**src/rtl/aht_pkg.sv**
```systemverilog
// Shared constants, FSM state type and helpers
// for the AHT10 frame formatter.
package aht_pkg;

    localparam logic [7:0] ASC_SPACE = 8'h20;
    localparam logic [7:0] ASC_MINUS = 8'h2D;
    localparam logic [7:0] ASC_DOT   = 8'h2E;
    localparam logic [7:0] ASC_C     = 8'h43;
    localparam logic [7:0] ASC_PCT   = 8'h25;
    localparam logic [7:0] ASC_CR    = 8'h0D;
    localparam logic [7:0] ASC_LF    = 8'h0A;
    localparam logic [7:0] ASC_ZERO  = 8'h30;

    localparam logic [3:0] SEG_SEP   = 4'hB;
    localparam logic [3:0] SEG_MINUS = 4'hC;

    typedef enum logic [1:0] {
        IDLE,
        CONV_T,
        CONV_H,
        SEND
    } fmt_state_e;

    function automatic int frame_len(input int f, input int crlf);
        return 11 + 2 * f + 2 * crlf;
    endfunction

    function automatic int pow10(input int n);
        int r;
        r = 1;
        for (int i = 0; i < n; i++) r = r * 10;
        return r;
    endfunction

    function automatic logic [7:0] asc_dig(input logic [3:0] d);
        return ASC_ZERO | {4'h0, d};
    endfunction

endpackage

```
**src/rtl/aht_frame_fmt_if.sv**
```systemverilog
// Sample input, UART handshake and display
// bundle for the frame formatter.
interface aht_frame_fmt_if #(
    parameter int RAW_W = 20
);
    logic [2*RAW_W-1:0] din;
    logic               din_vld;
    logic               busy;
    logic               tx_byte_vld;
    logic [7:0]         tx_byte;
    logic [23:0]        seg_dout;
    logic               frame_done;
    logic               overrun;

    modport master (
        output din, din_vld, busy,
        input  tx_byte_vld, tx_byte, seg_dout,
        input  frame_done, overrun
    );

    modport slave (
        input  din, din_vld, busy,
        output tx_byte_vld, tx_byte, seg_dout,
        output frame_done, overrun
    );
endinterface

```
**src/rtl/bin2bcd_seq.sv**
```systemverilog
// Sequential 16-bit double-dabble: one load
// cycle, then 16 shift/add-3 cycles.
module bin2bcd_seq (
    input  logic        clk,
    input  logic        rst_n,
    input  logic        start_i,
    input  logic [15:0] bin_i,
    output logic        done_o,
    output logic [19:0] bcd_o
);
    logic [15:0] bin_q, bin_d;
    logic [18:0] bcd_q, bcd_d;
    logic [15:0] bcd_adj;
    logic [4:0]  cnt_q, cnt_d;

    // Top digit never exceeds 3 before a shift, so only 4 need add-3.
    always_comb begin
        for (int i = 0; i < 4; i++) begin
            if (bcd_q[4*i +: 4] >= 4'd5)
                bcd_adj[4*i +: 4] = bcd_q[4*i +: 4] + 4'd3;
            else
                bcd_adj[4*i +: 4] = bcd_q[4*i +: 4];
        end
    end

    // Result is presented as the post-shift value during the final step.
    assign bcd_o  = {bcd_q[18:16], bcd_adj, bin_q[15]};
    assign done_o = (cnt_q == 5'd1);

    always_comb begin
        bin_d = bin_q;
        bcd_d = bcd_q;
        cnt_d = cnt_q;
        if (cnt_q != 5'd0) begin
            bin_d = {bin_q[14:0], 1'b0};
            bcd_d = bcd_o[18:0];
            cnt_d = cnt_q - 5'd1;
        end else if (start_i) begin
            bin_d = bin_i;
            bcd_d = '0;
            cnt_d = 5'd16;
        end
    end

    always_ff @(posedge clk or negedge rst_n) begin
        if (!rst_n) begin
            bin_q <= '0;
            bcd_q <= '0;
            cnt_q <= '0;
        end else begin
            bin_q <= bin_d;
            bcd_q <= bcd_d;
            cnt_q <= cnt_d;
        end
    end

endmodule

```
**src/rtl/aht_frame_fmt.sv**
```systemverilog
// Scales an AHT10 sample to fixed-point decimal and
// streams it as an ASCII frame plus a 7-seg word.
module aht_frame_fmt
    import aht_pkg::*;
#(
    parameter int RAW_W       = 20,
    parameter int FRAC_DIGITS = 1,
    parameter int ADD_CRLF    = 1
) (
    input logic            clk,
    input logic            rst_n,
    aht_frame_fmt_if.slave bus
);
    localparam int F   = FRAC_DIGITS;
    localparam int L   = frame_len(F, ADD_CRLF);
    localparam int S   = pow10(F + 2);
    localparam int OFF = 5 * pow10(F + 1);
    localparam int PW  = RAW_W + 16;

    fmt_state_e          state_q, state_d;
    logic [4:0]          idx_q, idx_d;
    logic [2*RAW_W-1:0]  sample_q, sample_d;
    logic [19:0]         t_bcd_q, t_bcd_d;
    logic [19:0]         h_bcd_q, h_bcd_d;
    logic                t_neg_q, t_neg_d;
    logic [23:0]         seg_q, seg_d;

    logic [PW-1:0] h_prod, t_prod;
    logic [15:0]   h_val, t_scl, t_mag;
    logic          t_neg;
    logic          conv_start, conv_done;
    logic [15:0]   conv_bin;
    logic [19:0]   conv_bcd;
    logic          vld_c, done_c, ovr_c;
    logic [7:0]    byte_c;
    int            pos;
    logic          unused_bcd;

    // Full-width products; only the shift discards precision.
    assign h_prod = PW'(sample_q[2*RAW_W-1:RAW_W]) * PW'(S);
    assign t_prod = PW'(sample_q[RAW_W-1:0]) * PW'(2 * S);
    assign h_val  = 16'(h_prod >> RAW_W);
    assign t_scl  = 16'(t_prod >> RAW_W);
    assign t_neg  = t_scl < 16'(OFF);
    assign t_mag  = t_neg ? 16'(OFF) - t_scl : t_scl - 16'(OFF);

    assign conv_bin = (state_q == CONV_H) ? h_val : t_mag;

    bin2bcd_seq u_bcd (
        .clk     (clk),
        .rst_n   (rst_n),
        .start_i (conv_start),
        .bin_i   (conv_bin),
        .done_o  (conv_done),
        .bcd_o   (conv_bcd)
    );

    always_comb begin
        state_d    = state_q;
        idx_d      = idx_q;
        sample_d   = sample_q;
        t_bcd_d    = t_bcd_q;
        h_bcd_d    = h_bcd_q;
        t_neg_d    = t_neg_q;
        seg_d      = seg_q;
        conv_start = 1'b0;
        vld_c      = 1'b0;
        done_c     = 1'b0;
        ovr_c      = bus.din_vld && (state_q != IDLE);
        unique case (state_q)
            IDLE: begin
                if (bus.din_vld) begin
                    sample_d = bus.din;
                    state_d  = CONV_T;
                end
            end
            CONV_T: begin
                conv_start = 1'b1;
                if (conv_done) begin
                    t_bcd_d = conv_bcd;
                    t_neg_d = t_neg;
                    state_d = CONV_H;
                end
            end
            CONV_H: begin
                conv_start = 1'b1;
                if (conv_done) begin
                    h_bcd_d = conv_bcd;
                    seg_d   = {t_neg_q ? SEG_MINUS
                                       : t_bcd_q[4*(F+2) +: 4],
                               t_bcd_q[4*(F+1) +: 4],
                               t_bcd_q[4*F +: 4],
                               SEG_SEP,
                               conv_bcd[4*(F+1) +: 4],
                               conv_bcd[4*F +: 4]};
                    state_d = SEND;
                end
            end
            SEND: begin
                vld_c = !bus.busy;
                if (vld_c) begin
                    if (int'(idx_q) == L - 1) begin
                        idx_d   = '0;
                        done_c  = 1'b1;
                        state_d = IDLE;
                    end else begin
                        idx_d = idx_q + 5'd1;
                    end
                end
            end
            default: state_d = IDLE;
        endcase
    end

    assign pos = int'(idx_q);

    always_comb begin
        byte_c = 8'h00;
        if (state_q == SEND) begin
            if (pos == 0)
                byte_c = t_neg_q ? ASC_MINUS : ASC_SPACE;
            else if (pos == 1)
                byte_c = asc_dig(t_bcd_q[4*(F+2) +: 4]);
            else if (pos == 2)
                byte_c = asc_dig(t_bcd_q[4*(F+1) +: 4]);
            else if (pos == 3)
                byte_c = asc_dig(t_bcd_q[4*F +: 4]);
            else if (pos == 4)
                byte_c = ASC_DOT;
            else if (pos == 5)
                byte_c = asc_dig(t_bcd_q[4*(F-1) +: 4]);
            else if (F == 2 && pos == 6)
                byte_c = asc_dig(t_bcd_q[3:0]);
            else if (pos == 5 + F)
                byte_c = ASC_C;
            else if (pos == 6 + F)
                byte_c = ASC_SPACE;
            else if (pos == 7 + F)
                byte_c = asc_dig(h_bcd_q[4*(F+1) +: 4]);
            else if (pos == 8 + F)
                byte_c = asc_dig(h_bcd_q[4*F +: 4]);
            else if (pos == 9 + F)
                byte_c = ASC_DOT;
            else if (pos == 10 + F)
                byte_c = asc_dig(h_bcd_q[4*(F-1) +: 4]);
            else if (F == 2 && pos == 11 + F)
                byte_c = asc_dig(h_bcd_q[3:0]);
            else if (pos == 10 + 2 * F)
                byte_c = ASC_PCT;
            else if (ADD_CRLF == 1 && pos == 11 + 2 * F)
                byte_c = ASC_CR;
            else if (ADD_CRLF == 1 && pos == 12 + 2 * F)
                byte_c = ASC_LF;
        end
    end

    always_ff @(posedge clk or negedge rst_n) begin
        if (!rst_n) begin
            state_q  <= IDLE;
            idx_q    <= '0;
            sample_q <= '0;
            t_bcd_q  <= '0;
            h_bcd_q  <= '0;
            t_neg_q  <= 1'b0;
            seg_q    <= '0;
        end else begin
            state_q  <= state_d;
            idx_q    <= idx_d;
            sample_q <= sample_d;
            t_bcd_q  <= t_bcd_d;
            h_bcd_q  <= h_bcd_d;
            t_neg_q  <= t_neg_d;
            seg_q    <= seg_d;
        end
    end

    assign unused_bcd = ^{t_bcd_q, h_bcd_q};

    assign bus.tx_byte_vld = vld_c;
    assign bus.tx_byte     = byte_c;
    assign bus.seg_dout    = seg_q;
    assign bus.frame_done  = done_c;
    assign bus.overrun     = ovr_c;

endmodule
```
**src/flat_wrapper.sv**
```systemverilog
// flat-port wrapper written by rule: the top's interface ports become plain ports
module aht_frame_fmt_flat import aht_pkg::*;
#(
    parameter int RAW_W       = 20,
    parameter int FRAC_DIGITS = 1,
    parameter int ADD_CRLF    = 1
)
  (clk, rst_n, bus_din, bus_din_vld, bus_busy, bus_tx_byte_vld, bus_tx_byte, bus_seg_dout, bus_frame_done, bus_overrun);
  aht_frame_fmt_if #(.RAW_W(RAW_W)) bus_i ();
  input logic clk;
  input logic rst_n;
  input wire logic [$bits(bus_i.din)-1:0] bus_din;
  input wire logic [$bits(bus_i.din_vld)-1:0] bus_din_vld;
  input wire logic [$bits(bus_i.busy)-1:0] bus_busy;
  output wire logic [$bits(bus_i.tx_byte_vld)-1:0] bus_tx_byte_vld;
  output wire logic [$bits(bus_i.tx_byte)-1:0] bus_tx_byte;
  output wire logic [$bits(bus_i.seg_dout)-1:0] bus_seg_dout;
  output wire logic [$bits(bus_i.frame_done)-1:0] bus_frame_done;
  output wire logic [$bits(bus_i.overrun)-1:0] bus_overrun;
  assign bus_i.din = bus_din;
  assign bus_i.din_vld = bus_din_vld;
  assign bus_i.busy = bus_busy;
  assign bus_tx_byte_vld = bus_i.tx_byte_vld;
  assign bus_tx_byte = bus_i.tx_byte;
  assign bus_seg_dout = bus_i.seg_dout;
  assign bus_frame_done = bus_i.frame_done;
  assign bus_overrun = bus_i.overrun;
  aht_frame_fmt #(.RAW_W(RAW_W), .FRAC_DIGITS(FRAC_DIGITS), .ADD_CRLF(ADD_CRLF)) u_core (.clk(clk), .rst_n(rst_n), .bus(bus_i));
endmodule
```
**config.mk**
```make
export PLATFORM = sky130hd
export DESIGN_NAME = aht_frame_fmt_flat
export DESIGN_NICKNAME = d
export VERILOG_FILES = /design/src/rtl/aht_pkg.sv /design/src/rtl/aht_frame_fmt_if.sv /design/src/rtl/bin2bcd_seq.sv /design/src/rtl/aht_frame_fmt.sv /design/src/flat_wrapper.sv
export SDC_FILE = /design/constraint.sdc
export NUM_CORES = 1
export LEC_CHECK = 0
export CORE_MARGIN = 2
export CORE_UTILIZATION = 62
export CTS_BUF_LIST = sky130_fd_sc_hd__clkbuf_16
export DETAILED_ROUTE_END_ITERATION = 10
export PLACE_DENSITY = 0.88
export SLEW_MARGIN = 25
export SYNTH_ARGS = -nofsm -noshare
export SYNTH_HDL_FRONTEND = slang
export SYNTH_SLANG_ARGS = --single-unit
```
**constraint.sdc**
```tcl
create_clock -name clk -period 6.6 [get_ports clk]
set_input_delay 1.32 -clock clk [delete_from_list [all_inputs] [get_ports clk]]
set_output_delay 1.32 -clock clk [all_outputs]
set_load 0.05 [all_outputs]
```
==> results.sh <==
export IMPL_crit_type="flip-flop to flip-flop"
export IMPL_crit_buf_inv=4
export IMPL_synth_cells=1227
export IMPL_cts_max_level=4
export IMPL_worst_slew_pin_slew_ns=0.956
export IMPL_gp_congestion=0.926
export IMPL_ant_nets=0
export IMPL_synth_common_cells="inv_1, ha_1, fa_1"
export IMPL_ys_ff_latch=126
export IMPL_wl_per_cell_um=17.2
export IMPL_synth_fa_ha_area_share_pct=35.8
export IMPL_cts_buffers=17
export IMPL_crit_fanout=8
export IMPL_dr_pass1_iters=5
export IMPL_min_from="u_core.bus.seg_dout[12]"
export IMPL_report_final_slew_viol_count=0
export IMPL_grt_pass1_vias=9869
export IMPL_hpwl_mm=20.4
export IMPL_fin_hold_ws_ns=0.481
export IMPL_avgViaCountPerCell=5.91
export IMPL_diodes=0
export IMPL_synth_distinct_cells=86
export IMPL_startpoint_type="flip-flop"
export IMPL_tns_ns=0
export IMPL_overflow=0
export IMPL_cts_tree="done"
export IMPL_cts_root_buf="clkbuf_16"
export IMPL_synthTopCellsByArea="dfrtp_1, fa_1, ha_1"
export IMPL_post_cts_setup_buffer_count=0
export IMPL_crit_arrival_ns=6.47
export IMPL_crit_slowest_cell="fa_1"
export IMPL_skew_ns=0.00866
export IMPL_die_height_um=147
export IMPL_syn_avg_cell_area_um2=10.3
export IMPL_crit_chain="inv_1, fa_1, fa_1, inv_1, fa_1, inv_1, fa_1, inv_1, ha_1, a21oi_1, o211ai_1, a21o_1, o211ai_1, ha_1, nand2b_1, nor3_2, a311o_1, nor3_1, o31ai_1"
export IMPL_syn_area_um2=12600
export IMPL_drv_cap=0
export IMPL_rr_worst_depth=19
export IMPL_holdPathStages=2
export IMPL_endpoint_kind="flip-flop"
export IMPL_placed_cells=1533
export IMPL_grt_max_degree=76
export IMPL_outcome="finished, final reports clean"
export IMPL_synthSimpleGateAreaFrac_pct=11.8
export IMPL_seq_area_um2=3150
export IMPL_hold_viol_final=0
export IMPL_synth_top_family_by_area="adder cells"
export IMPL_ys_async_sr_fraction_pct=100
export IMPL_clockBufferDepth=2
export IMPL_cts_sinks=126
export IMPL_synth_largest_area_cell="dfrtp_1"
export IMPL_max_slew_margin_pct=36.1
export IMPL_start_util_pct=62.6
export IMPL_chipWidth_um=147
export IMPL_synth_top_cell_area_share_pct=25.0
export IMPL_yosys_cell_count_top_type="inv_1"
export IMPL_vias=9250
export IMPL_cp_required_ns=6.90
export IMPL_r2r_start="u_core.sample_q[13]"
export IMPL_fin_crit_ns=6.17
export IMPL_drt_initial_drc_count=581
export IMPL_synth_area_mux_share_pct=5.62
export IMPL_fp_row_count=52
export IMPL_fillCellCount=1417
export IMPL_antenna_found_initial=0
export IMPL_rr_endpoint="u_core.u_bcd.bin_q[10]"
export IMPL_synth_compound_area_share_pct=13.3
export IMPL_hold_buffers=0
export IMPL_path_clk_slew_ns=0.07
export IMPL_drc=0
export IMPL_groute_usage_overall_pct=26.8
export IMPL_hold_path_class="flip-flop to flip-flop"
export IMPL_cts_repair_resized=0
export IMPL_grt_pass1_wl_mm=46.6
export IMPL_area_growth_pct=12.1
export IMPL_final_cells=1565
export IMPL_r2r_slack_ns=0.43
export IMPL_finalSetupViolations=0
export IMPL_drt_wl_total_mm=26.9
export IMPL_holdPathEnd="u_core.bus.seg_dout[12]"
export IMPL_synth_edff_count=0
export IMPL_core_area_um2=20100
export IMPL_worstSkewPairLatency_ns=0.43
export IMPL_ios=79
export IMPL_yosysSeqAreaShare_pct=25.0
export IMPL_cp_top_family="adder cells"
export IMPL_max_stage_delay_ns=0.53
export IMPL_yosys_area_share_xor_xnor_pct=2.44
export IMPL_synth_warnings=0
export IMPL_rsz0062_at_grt="no"
export IMPL_dieArea_um2=21500
export IMPL_drive_gt1_share_pct=9.42
export IMPL_multiInputGateArea_um2=8700
export IMPL_nNetsFinal=1603
export IMPL_finalCritPeriodShare_pct=93.5
export IMPL_fmax_ghz=0.162
export IMPL_ys_flop_type="dfrtp_1"
export IMPL_io_buffers=76
[kinds of logic after synthesis]
| group | Yosys count |
|---|---|
| AND/OR/NAND/NOR | 285 |
| adder cells (fa/ha/maj) | 277 |
| AO/OA/AOI/OAI | 259 |
| buffers and inverters | 187 |
| flip-flops | 126 |
| multiplexers | 62 |
| XOR/XNOR | 30 |
| other | 1 |
[metrics by stage]
step	util, %	setup WS [ns]	area (um^2)
floorplan	-	1.19	12600
finish	70.2	0.429	14100
CTS	70.2	0.456	14100
global route	70.2	0.0166	14100
detailed placement	67.2	0.553	13500
global placement	67.2	0.764	13500
[sequential cells by signal (all words and copies together), names as in the netlist]
name,cells
u_core.sample_q,40
u_core.t_bcd_q,16
u_core.u_bcd.bcd_q,16
u_core.u_bcd.bin_q,16
u_core.bus.seg_dout,14
u_core.h_bcd_q,11
u_core.idx_q,5
u_core.u_bcd.cnt_q,5
u_core.state_q,2
u_core.t_neg_q,1
[layer usage]
metal	wire, um	GRT usage (%)	share of wire (%)
met5	0	0	0
met4	871	10.6	3.2
met3	968	4.06	3.6
met2	13800	47.3	51
met1	11300	33.2	42
[cells in the final DEF, fill, tap and decap left out, types with 12 or more instances in the layout]
| cell | n |
|---|---|
| xnor2_1 | 20 |
| nor3b_1 | 12 |
| a21oi_1 | 50 |
| fa_1 | 138 |
| inv_1 | 142 |
| nor2_1 | 57 |
| clkbuf_16 | 17 |
| mux2_2 | 54 |
| nand2_1 | 86 |
| nand3_1 | 14 |
| o21ai_0 | 96 |
| dfrtp_1 | 126 |
| clkdlybuf4s50_1 | 75 |
| or3_1 | 15 |
| nand2b_1 | 19 |
| a211oi_1 | 14 |
| nor2b_1 | 13 |
| ha_1 | 139 |
| nor3_1 | 21 |
[worst max path at each step]
stage	depth (start not counted)	endpoint	start
final	19	u_core.u_bcd.bin_q[10]	u_core.sample_q[13]
after global routing	19	u_core.u_bcd.bin_q[10]	u_core.sample_q[13]
after CTS	19	u_core.u_bcd.bin_q[10]	u_core.sample_q[13]
after detailed placement	19	u_core.u_bcd.bin_q[10]	u_core.sample_q[12]
after global placement	19	u_core.u_bcd.bin_q[3]	u_core.sample_q[11]
after floorplan	19	u_core.u_bcd.bin_q[10]	u_core.sample_q[12]
[worst reg2reg max path: cells and delay by family, from the launching register on]
kind | cells | cell delay (ns)
flops | 1 | 0.45
fa+ha+maj | 6 | 2.83
simple gates | 3 | 0.64
compound gates | 6 | 1.76
buf+inv | 4 | 0.37
[area by class of cell]
class	count	area share [%]
Clock buffer	17	3.01
Sequential cell	126	22.3
Multi-Input combinational cell	915	61.6
Timing Repair Buffer	80	5.61
Inverter	142	3.78
Clock inverter	15	1.25
Tap cell	270	2.39
Power is left out: the tool's default activity adds up to more than one toggle a clock period on the data nets, which glitch-free logic cannot reach.
